File: src/rtl/sc_pkg.sv
// Shared definitions for the sequential-circuit library: width bounds,
// count direction encoding and an elaboration-time log2 helper.
package sc_pkg;

  localparam int SC_WIDTH_MIN = 2;
  localparam int SC_WIDTH_MAX = 16;

  typedef enum logic {
    DIR_DOWN = 1'b0,
    DIR_UP   = 1'b1
  } cnt_dir_e;

  // Bits needed to hold values 0..v-1; clog2(1) = 0.
  function automatic int clog2(input int v);
    int r;
    r = 0;
    while ((1 << r) < v) r++;
    return r;
  endfunction

endpackage

File: src/rtl/tff_mod_counter_tcell.sv
// Single toggle flip-flop: flips on every rising edge where t is high.
module tcell (
  input  logic clk,
  input  logic rst,
  input  logic t,
  output logic q
);

  always_ff @(posedge clk or negedge rst) begin
    if (!rst)   q <= 1'b0;
    else if (t) q <= ~q;
  end

endmodule

File: src/rtl/tff_mod_counter.sv
// Modulo-N up/down counter whose state bits are toggle cells driven by
// t = q ^ next; exposes combinational terminal count, wrap pulse and sticky ovf.
module tff_mod_counter
  import sc_pkg::*;
#(
  parameter int WIDTH   = 4,
  parameter int MODULUS = 10
) (
  input  logic             clk,
  input  logic             rst,
  input  logic             en,
  input  logic             up,
  input  logic             load,
  input  logic [WIDTH-1:0] din,
  input  logic             clr_ovf,
  output logic [WIDTH-1:0] q,
  output logic             tc,
  output logic             wrap,
  output logic             ovf
);

  if (WIDTH < SC_WIDTH_MIN || WIDTH > SC_WIDTH_MAX ||
      MODULUS < 2 || clog2(MODULUS) > WIDTH) begin : g_bad_param
    $error("tff_mod_counter: illegal WIDTH/MODULUS combination");
  end

  localparam logic [WIDTH-1:0] MAXV = WIDTH'(MODULUS - 1);

  logic [WIDTH-1:0] cnt_q, cnt_d, t;
  logic             wrap_q, ovf_q;
  cnt_dir_e         dir;

  assign dir = cnt_dir_e'(up);

  always_comb begin
    cnt_d = cnt_q;
    if (load) begin
      cnt_d = (din > MAXV) ? MAXV : din;
    end else if (en) begin
      // Out-of-range states (SEU only) recover to 0 without signalling a wrap.
      if (cnt_q > MAXV)            cnt_d = '0;
      else if (dir == DIR_UP)      cnt_d = (cnt_q == MAXV) ? '0 : cnt_q + 1'b1;
      else                         cnt_d = (cnt_q == '0) ? MAXV : cnt_q - 1'b1;
    end
  end

  assign t  = cnt_q ^ cnt_d;
  assign tc = en & ~load & (((dir == DIR_UP) & (cnt_q == MAXV)) |
                            ((dir == DIR_DOWN) & (cnt_q == '0)));

  for (genvar gi = 0; gi < WIDTH; gi++) begin : g_bit
    tcell u_tcell (
      .clk (clk),
      .rst (rst),
      .t   (t[gi]),
      .q   (cnt_q[gi])
    );
  end

  // A set on the same edge as a clear wins so no wrap is ever lost.
  always_ff @(posedge clk or negedge rst) begin
    if (!rst) begin
      wrap_q <= 1'b0;
      ovf_q  <= 1'b0;
    end else begin
      wrap_q <= tc;
      if (tc)           ovf_q <= 1'b1;
      else if (clr_ovf) ovf_q <= 1'b0;
    end
  end

  assign q    = cnt_q;
  assign wrap = wrap_q;
  assign ovf  = ovf_q;

endmodule
File: config.mk
export PLATFORM = sky130hd
export DESIGN_NAME = tff_mod_counter
export DESIGN_NICKNAME = d
export VERILOG_FILES = /design/src/rtl/sc_pkg.sv /design/src/rtl/tff_mod_counter_tcell.sv /design/src/rtl/tff_mod_counter.sv
export SDC_FILE = /design/constraint.sdc
export NUM_CORES = 1
export LEC_CHECK = 0
export CAP_MARGIN = 20
export CORE_AREA = 4 4 41 43
export DETAILED_ROUTE_END_ITERATION = 12
export DIE_AREA = 0 0 45 47
export GPL_TIMING_DRIVEN = 0
export PLACE_DENSITY_LB_ADDON = 0.12
export SKIP_CTS_REPAIR_TIMING = 1
export SKIP_LAST_GASP = 1
export SLEW_MARGIN = 15
export SYNTH_ARGS = -nofsm -noshare
export SYNTH_HDL_FRONTEND = slang
export SYNTH_SLANG_ARGS = --single-unit
File: constraint.sdc
create_clock -name clk -period 1.9 [get_ports clk]
set_input_delay 0.19 -clock clk [delete_from_list [all_inputs] [get_ports clk]]
set_output_delay 0.19 -clock clk [all_outputs]
set_load 0.01 [all_outputs]
## Yosys cells after proc, flatten, opt, wreduce, memory -nomap -nowiden

Index checks and enable logic that the tools add are counted.

| cells by class | value |
|---|---|
| $lt $le $gt $ge | 2 |
| divide/modulo/power cells | 0 |
| equality and inequality tests | 1 |
| reduce and logical (&&, ||, !) cells | 2 |
| bitwise logic cells | 12 |
| multiply operators | 0 |
| add/sub/neg operators | 2 |
| muxes and demuxes | 9 |
| shift operators | 0 |

Operators with widths:

| operator | number |
|---|---|
| 2-to-1 mux 4 bit | 7 |
| > comparator 4 bit (second input constant) | 2 |
| inverter 1 bit | 6 |
| adder 4 x 1 -> 4 bit (second input constant) | 1 |
| bitwise AND 1 bit | 4 |
| equality test 4 bit (second input constant) | 1 |
| logical NOT 4 bit | 1 |
| subtractor 4 x 1 -> 4 bit (second input constant) | 1 |
| XOR 4 bit | 1 |
| 2-to-1 mux 1 bit | 2 |
| nonzero test 2 bit | 1 |
| OR 1 bit | 1 |

| storage, ports and cells | value |
|---|---|
| latch bits | 0 |
| RAM bits | 0 |
| register bits after elaboration | 6 |
| output and inout port bits | 7 |
| bits of input ports | 10 |
| memories kept | 0 |
| bits in read-only memories | 0 |
| word-level logic and storage cells | 34 |

## Depth between registers and ports, before layout

Gate-level depths: netlist of the first run.

| depth | value |
|---|---|
| word-level depth | 7 |
| depth in mapped cells | 5 |
| gate-level depth less buffers | 4 |

## Modules after synthesis

From an unflattened synthesis of the first run, not the netlist that was laid out.

| second synthesis, totals | value |
|---|---|
| cells, all modules | 61 |
| area total of the unflattened synthesis | 531.8 um^2 |

Modules (own cells, without submodules):

| module | cells an instance | area each (um^2) | times used |
|---|---|---|---|
| tff_mod_counter | 53 | 396.6 | 1 |
| tcell | 2 | 33.8 | 4 |

## Worst setup path after synthesis of the first run

OpenSTA, ideal clock, no wires.

| path | value |
|---|---|
| kind | register to register |
| start point | register g_bit[1].u_tcell.q |
| end point | register g_bit[3].u_tcell.q |
| setup time | 0.134 ns |
| path buffers | 1 |
| stages on the path, launching flop included | 6 |
| data arrival time | 1.237 ns |
| setup slack | 0.529 ns |
| data required time | 1.766 ns |
| path through | dfrtp_1 -> buf_4 -> and2_4 -> a32o_1 -> a221oi_2 -> o31ai_1 |

| between the ends | value |
|---|---|
| longest elaborated chain between the ends | 7 |
| elaborated cells between the ends (all ways) | 12 |

RTL lines:

| item | RTL line | RTL |
|---|---|---|
| from (decl) | tff_mod_counter_tcell.sv:6 | `output logic q` |
| from (signal assigned) | tff_mod_counter_tcell.sv:11 | `else if (t) q <= ~q;` |
| subtractor 4 x 1 -> 4 bit (tied with other cells) | tff_mod_counter.sv:43 | `else cnt_d = (cnt_q == '0) ? MAXV : cnt_q - 1'b1;` |
| 2-to-1 mux 4 bit (on tied branches) | tff_mod_counter.sv:43, tff_mod_counter.sv:42 |  |
| 2-to-1 mux 4 bit | tff_mod_counter.sv:42 | `else if (dir == DIR_UP) cnt_d = (cnt_q == MAXV) ? '0 : cnt_q + 1'b1;` |
| 2-to-1 mux 4 bit (*) | tff_mod_counter.sv:41 | `if (cnt_q > MAXV) cnt_d = '0;` |
| 2-to-1 mux 4 bit (*) | tff_mod_counter.sv:39 | `end else if (en) begin` |
| 2-to-1 mux 4 bit (*) | tff_mod_counter.sv:37 | `if (load) begin` |
| XOR 4 bit (*) | tff_mod_counter.sv:47 | `assign t = cnt_q ^ cnt_d;` |
| to (signal assigned) | tff_mod_counter_tcell.sv:11 |  |
| to (decl) | tff_mod_counter_tcell.sv:6 |  |

Every way passes the cells marked *; elsewhere a longest branch is shown, timed or not.
A chain may end at the register's enable or synchronous reset.

## Worst setup path in the final report of the first run

| path | value |
|---|---|
| start point | register g_bit[0].u_tcell.q |
| end point | output tc |

| between the ends | value |
|---|---|
| longest elaborated chain between the ends | 4 |
| elaborated cells between the ends (all ways) | 6 |

RTL lines:

| item | RTL line | RTL |
|---|---|---|
| from (decl) | tff_mod_counter_tcell.sv:6 |  |
| from (signal assigned) | tff_mod_counter_tcell.sv:11 |  |
| equality test 4 bit or logical NOT 4 bit (tied branches) | tff_mod_counter.sv:48, tff_mod_counter.sv:49 |  |
| bitwise AND 1 bit (on tied branches) | tff_mod_counter.sv:48, tff_mod_counter.sv:49 |  |
| OR 1 bit (*) | tff_mod_counter.sv:48 | `assign tc = en & ~load & (((dir == DIR_UP) & (cnt_q == MAXV)) \|` |
| bitwise AND 1 bit (*) | tff_mod_counter.sv:48 |  |
| to (decl) | tff_mod_counter.sv:17 | `output logic tc,` |

Marks and branches as above.

==> flow_metrics.tcl, run 1 <==
set metrics [dict create \
    power_mw 0.414 \
    cts_inserted_buffers 3 \
    hp-class "in -> async" \
    placement.io_buffers 14 \
    fin_crit_sh_pct 91.9 \
    wl_per_cell_um 11.7 \
    drt_iter0_markers 7 \
    cts_htree_levels 1 \
    relSlewSlack_pct 65.7 \
    internal_power_mw 0.293 \
    yosysSeqAreaShare_pct 31.1 \
    ys_warn_count 0 \
    gr-total-overflow 0 \
    critPathLaunchType "register" \
    initial_utilization_pct 37.1 \
    clkPwrFrac_pct 27.7 \
    drive_above_1_share_pct 20.0 \
    synth_common_cells "inv_1 (7), dfrtp_1 (6), buf_4 (5), o21ai_0 (5), nor2_1 (4)" \
    combPwrFrac_pct 36.6 \
    fin_area_um2 668 \
    area_growth_pct 38.3 \
    synth_edf_count 0 \
    final-hold-violation-count 0 \
    setup_viol 0 \
    finalSetupTns_ns 0 \
    synth.avg_cell_area_um2 8.33 \
    cts.sink_count 6 \
    fmax_mhz 573 \
    synthTopCellsByArea "dfrtp_1 (31%), buf_4 (7.8%), inv_1 (5.4%)" \
    post-synth-top-count-cell "inv_1" \
    drtPass1Iterations 4 \
    cts_buffer_depth 2 \
    cp-end-kind "output pin" \
    synth_cell_types 27 \
    design.core.area_um2 1300 \
    cp.arrival_ns 1.56 \
    wirelength_um 1050 \
    status "finished, final reports clean" \
    rows 13 \
    gp_congestion 0.789 \
    p_sw_mw 0.121 \
    fin_cells 90 \
    path_clk_slew_ns 0.04 \
    power_density_nw_per_um2 620 \
    routed_via_density 5.08 \
    place_area_um2 642 \
    post-route-util_pct 51.3 \
    die_w_um 45 \
    io_pins 17 \
    place_ws_ns -0.185 \
    ys_ff_latch 6 \
    drc 0 \
    yosysTopAreaCell "dfrtp_1" \
    syn-instance-count 58 \
    finalWorstSetupSlack_ns 0.154 \
    multi_input_area_um2 253 \
    clk_latency_ns 0.24 \
    synth_top_area_share_pct 31.1 \
    vdd_ir_drop_max_uv 256 \
    syn-cell-area_um2 483 \
    swShare_pct 29.2 \
    root_buffer "clkbuf_4" \
    syn_nets 68 \
    period_needed_ns 1.75 \
    dp.final_hpwl_um 815 \
    dieArea_um2 2120 \
    grt_max_degree 11 \
    insertedDiodeCount 0 \
    seq_area_um2 150 \
    leakage_nw 0.299 \
    worstMarginPinSlew_ns 0.501 \
    dp_cells 87 \
    worstPathMaxFanout 10 \
    path_class "reg -> out" \
    grtUsageTotal_pct 11.3 \
    slew_violations 0 \
    die_y_um 47 \
    fillCellCount 147 \
    ant_nets 0 \
    grt_pass1_vias 425 \
    synth_ff_type "dfrtp_1" \
    cts_tree "built" \
    nets 87 \
    required_ns 1.71 \
    antenna_found_initial 0 \
    p_seq_share_pct 35.7 \
    routed-via-count 457 \
    async_flop_share_pct 100 \
    cap_violations 0 \
    grt_pass1_wl_um 1670 \
    fin_worst_skew_ns 0.00502 \
    hold_ws_ns 0.176 \
]
per-layer routing:
metal,share of wire [%],global-route usage (%),routed length (µm)
met5,0,0,0
met4,3.1,8.77,33
met3,6.7,2.30,70
met2,43,17.5,453
met1,47,13.7,492
cells in the final DEF (no fill, tap or decap), types with 2 or more instances in the layout:
cell / netlist / layout
clkdlybuf4s50_1: 0 / 13
inv_1: 7 / 7
dfrtp_1: 6 / 6
buf_4: 5 / 5
o21ai_0: 5 / 5
nor2_1: 4 / 4
nor3_1: 3 / 3
nor2b_1: 3 / 3
a211oi_1: 3 / 3
clkbuf_4: 0 / 3
buf_2: 2 / 2
o31a_1: 2 / 2
o31ai_1: 2 / 2
registers in the layout, summed over array words and instances (netlist names):
| register | count |
|---|---|
| ovf | 1 |
| g_bit.u_tcell.q | 4 |
| wrap | 1 |
final cells by class:
class	instances	share of cell area, %
buffer	9	9.36
clock buffer	3	3.37
inverter	7	3.93
multi-input combinational	36	37.8
sequential	6	22.5
tap	15	2.81
timing repair buffer	14	20.2
cells by family (layout without fill, tap and decap cells):
logic type | Yosys count | count (layout) | share of synthesized area (%)
XOR/XNOR | 1 | 1 | 1.81
flip-flops | 6 | 6 | 31.1
AND/OR/NAND/NOR | 16 | 16 | 19.7
AO/OA/AOI/OAI | 19 | 19 | 29.0
buffers and inverters | 16 | 33 | 18.4
worst max-delay path, stage by stage (launching register included):
cell and delay [ns]:
dfrtp_1 0.39, buf_2 0.18, nor3_1 0.19, nor2_1 0.09
nor4b_4 0.28, clkbuf_2 0.19
worst paths after layout:
| check | to | start | slack, ns | depth (start not counted) |
|---|---|---|---|---|
| min reg2reg | ovf | ovf | 0.47 | 1 |
| max in group asynchronous | g_bit[0].u_tcell.q | rst | 1.52 | 1 |
| min in group clk | g_bit[3].u_tcell.q | load | 0.39 | 3 |
| min | g_bit[3].u_tcell.q | rst | 0.18 | 1 |
| max reg2reg | g_bit[1].u_tcell.q | g_bit[1].u_tcell.q | 0.42 | 5 |
| max | tc | g_bit[0].u_tcell.q | 0.15 | 5 |
power by group through the flow:
stage / sequential [mW] / clock, mW / combinational (mW)
floorplan: 0.148 / 0 / 0.0953
global placement: 0.150 / 0 / 0.150
detailed placement: 0.150 / 0 / 0.150
CTS: 0.148 / 0.119 / 0.150
global route: 0.150 / 0.126 / 0.166
finish: 0.148 / 0.115 / 0.152
Note: power is estimated with default switching activity, not from simulation.
==> inputs of run 2 (changes only) <==
--- a/config.mk
+++ b/config.mk
@@ -16,4 +16,5 @@
 export SLEW_MARGIN = 15
 export SYNTH_ARGS = -nofsm -noshare
 export SYNTH_HDL_FRONTEND = slang
+export SYNTH_HIERARCHICAL = 1
 export SYNTH_SLANG_ARGS = --single-unit
==> run 2 against run 1 <==
Net effect:
- utilization is 6.7 points higher
- synthesized area is 10% higher
- first-iteration DRC count grew to 2.7 times the previous value
==> flow_metrics.tcl, run 2 <==
set metrics [dict create \
    synth.avg_cell_area_um2 8.72 \
    gp_congestion 0.724 \
    internal_power_mw 0.615 \
    routed-via-count 532 \
    largest_reg_flops 4 \
    synth_top_area_share_pct 28.2 \
    grtUsageMet2_pct 18.1 \
    ff2ff_path_depth 7 \
    clk_latency_ns 0.24 \
    final_common_cell "clkdlybuf4s50_1" \
    regMostFlops "g_bit.u_tcell/q" \
    grt_use_met1_pct 18.3 \
    wirelength_um 1250 \
    cp_slowest_stage_delay_ns 0.40 \
    insertedDiodeCount 0 \
    ys_warn_count 6 \
    critPathLaunchType "register" \
    rr_startpoint "g_bit[0].u_tcell/q" \
    r2r_slack_ns 0.11 \
    grtUsageTotal_pct 12.9 \
    vdd_ir_drop_max_uv 821 \
    rsz0062_at_grt "true" \
    rows 13 \
    setup_viol 0 \
    drc 0 \
    cp-end-kind "output pin" \
    hp-class "in -> async" \
    fin_area_um2 756 \
    cts_inserted_buffers 3 \
    globalRouteMet3Util_pct 6.13 \
    fmax_mhz 534 \
    crit_start "g_bit[0].u_tcell/q" \
    dp_cells 91 \
    status "finished, final reports clean" \
    nets 96 \
    rr_endpoint "g_bit[2].u_tcell/q" \
    p_seq_share_pct 22.5 \
    die_w_um 45 \
    path_clk_slew_ns 0.04 \
    antenna_found_initial 0 \
    final_cell_mix "clkdlybuf4s50_1 (14), buf_4 (6), dfrtp_1 (6), xor2_1 (5)" \
    synthTopCellsByArea "dfrtp_1 (28%), xor2_1 (8.2%), a2111oi_4 (5.2%)" \
    fin_crit_sh_pct 98.5 \
    period_needed_ns 1.87 \
    drive_above_1_share_pct 20.2 \
    cts_htree_levels 1 \
    syn_nets 71 \
    cp.arrival_ns 1.68 \
    fin_worst_skew_ns 0.00195 \
    ant_nets 0 \
    busiest_layer "met1" \
    gr-total-overflow 0 \
    slew_violations 0 \
    grt_max_degree 11 \
    drt_iter0_markers 19 \
    placement.io_buffers 15 \
    synth_ff_type "dfrtp_1" \
    post-synth-top-count-cell "dfrtp_1" \
    finalWorstSetupSlack_ns 0.0281 \
    grt_pass1_vias 415 \
    die_y_um 47 \
    dieArea_um2 2120 \
    clkPwrFrac_pct 11.1 \
    synth_common_cells "dfrtp_1 (6), xor2_1 (5), nand2b_1 (4), nor2_1 (4), o21ai_0 (4)" \
    dp.final_hpwl_um 908 \
    async_flop_share_pct 100 \
    synth_cell_types 34 \
    path_class "reg -> out" \
    grt_pass1_wl_um 1980 \
    wl_per_cell_um 12.6 \
    crit_chain "buf_6 -> or3_4 -> a2111oi_4 -> buf_2" \
    place_ws_ns -0.263 \
    required_ns 1.71 \
    drtPass1Iterations 4 \
    power_density_nw_per_um2 1380 \
    fin_cells 99 \
    worstPathMaxFanout 5 \
    initial_utilization_pct 40.9 \
    cts_buffer_depth 2 \
    relSlewSlack_pct 73.8 \
    cts.sink_count 6 \
    combPwrFrac_pct 66.4 \
    final-hold-violation-count 0 \
    yosysSeqAreaShare_pct 28.2 \
    cp_slowest_cell "dfrtp_1" \
    cts_tree "built" \
    syn-cell-area_um2 532 \
    cap_violations 0 \
    swShare_pct 41.1 \
    routed_via_density 5.37 \
    io_pins 17 \
    root_buffer "clkbuf_4" \
    ys_ff_latch 6 \
    synth_edf_count 0 \
    worstMarginPinSlew_ns 0.392 \
    leakage_nw 0.315 \
    p_sw_mw 0.430 \
    place_area_um2 701 \
    syn-instance-count 61 \
    design.core.area_um2 1300 \
    area_growth_pct 42.1 \
    yosysTopAreaCell "dfrtp_1" \
]
==> run 2: changes by cell type after synthesis, moves of 3 or more <==
cell / change
a211oi_1: -3
inv_1: -4
nand2b_1: +4
buf_4: -4
xor2_1: +5
==> run 2: kinds of logic after synthesis <==
group / count (synthesis) / share of synthesized area [%]
DFF: 6 / 28.2
AOI/OAI and AO/OA: 19 / 28.7
xor gates and xnor gates: 7 / 11.5
buffers and inverters: 9 / 9.41
and+or+nand+nor: 20 / 22.1
==> run 2: per-stage QoR <==
stage / hold slack [ns] / util (%) / power (mW) / TNS [ns]
CTS: 0.193 / 55.6 / 0.976 / -0.529
global route: 0.196 / 58.1 / 1.14 / -0.0481
floorplan: -0.106 / - / 0.660 / 0
detailed placement: 0.450 / 53.8 / 0.856 / -0.263
global placement: 0.454 / 53.8 / 0.847 / -0.220
finish: 0.184 / 58.1 / 1.05 / 0
==> run 2: worst max path at each step <==
stage                     slack [ns]                 end
after floorplan                 0.28  g_bit[1].u_tcell/q
after global placement         -0.22                  tc
after detailed placement       -0.26                  tc
after CTS                      -0.53                  tc
after global routing           -0.04                  tc
final                           0.03                  tc
==> run 2: per-layer routing <==
metal	part of all wire (%)	vias to the layer above
li1	-	270
met1	47	247
met2	47	15
met3	6.1	0
met4	0	0
met5	0	-
==> run 2: power groups by stage <==
| stage | combinational [mW] | clock (mW) | sequential [mW] |
|---|---|---|---|
| 3_5_place_dp | 0.620 | 0 | 0.236 |
| 6_report | 0.694 | 0.116 | 0.236 |
| 2_1_floorplan | 0.406 | 0 | 0.255 |
| 3_3_place_gp | 0.613 | 0 | 0.234 |
| 5_1_grt | 0.757 | 0.131 | 0.247 |
| 4_1_cts | 0.623 | 0.118 | 0.235 |
==> run 2: final cells by class <==
cell class                      instances  area [µm²]
Buffer                                  6        38.8
Clock buffer                            3        22.5
Timing Repair Buffer                   20         183
Sequential cell                         6         150
Multi-Input combinational cell         46         332
Inverter                                3        11.3
Tap cell                               15        18.8
Fill cell                             124         546
==> run 2: critical path: cells and delay by family, from the launching register on <==
| family | cells | cell delay, ns |
|---|---|---|
| compound gates | 1 | 0.36 |
| buf+inv | 2 | 0.34 |
| flops | 1 | 0.40 |
| simple gates | 1 | 0.34 |
==> inputs of run 3 (changes only) <==
--- a/config.mk
+++ b/config.mk
@@ -13,7 +13,7 @@
 export PLACE_DENSITY_LB_ADDON = 0.12
 export SKIP_CTS_REPAIR_TIMING = 1
 export SKIP_LAST_GASP = 1
-export SLEW_MARGIN = 15
+export SLEW_MARGIN = 40
 export SYNTH_ARGS = -nofsm -noshare
 export SYNTH_HDL_FRONTEND = slang
 export SYNTH_HIERARCHICAL = 1
==> results of run 3 <==
Final layout, timing and power as in run 2 (identical DEF).
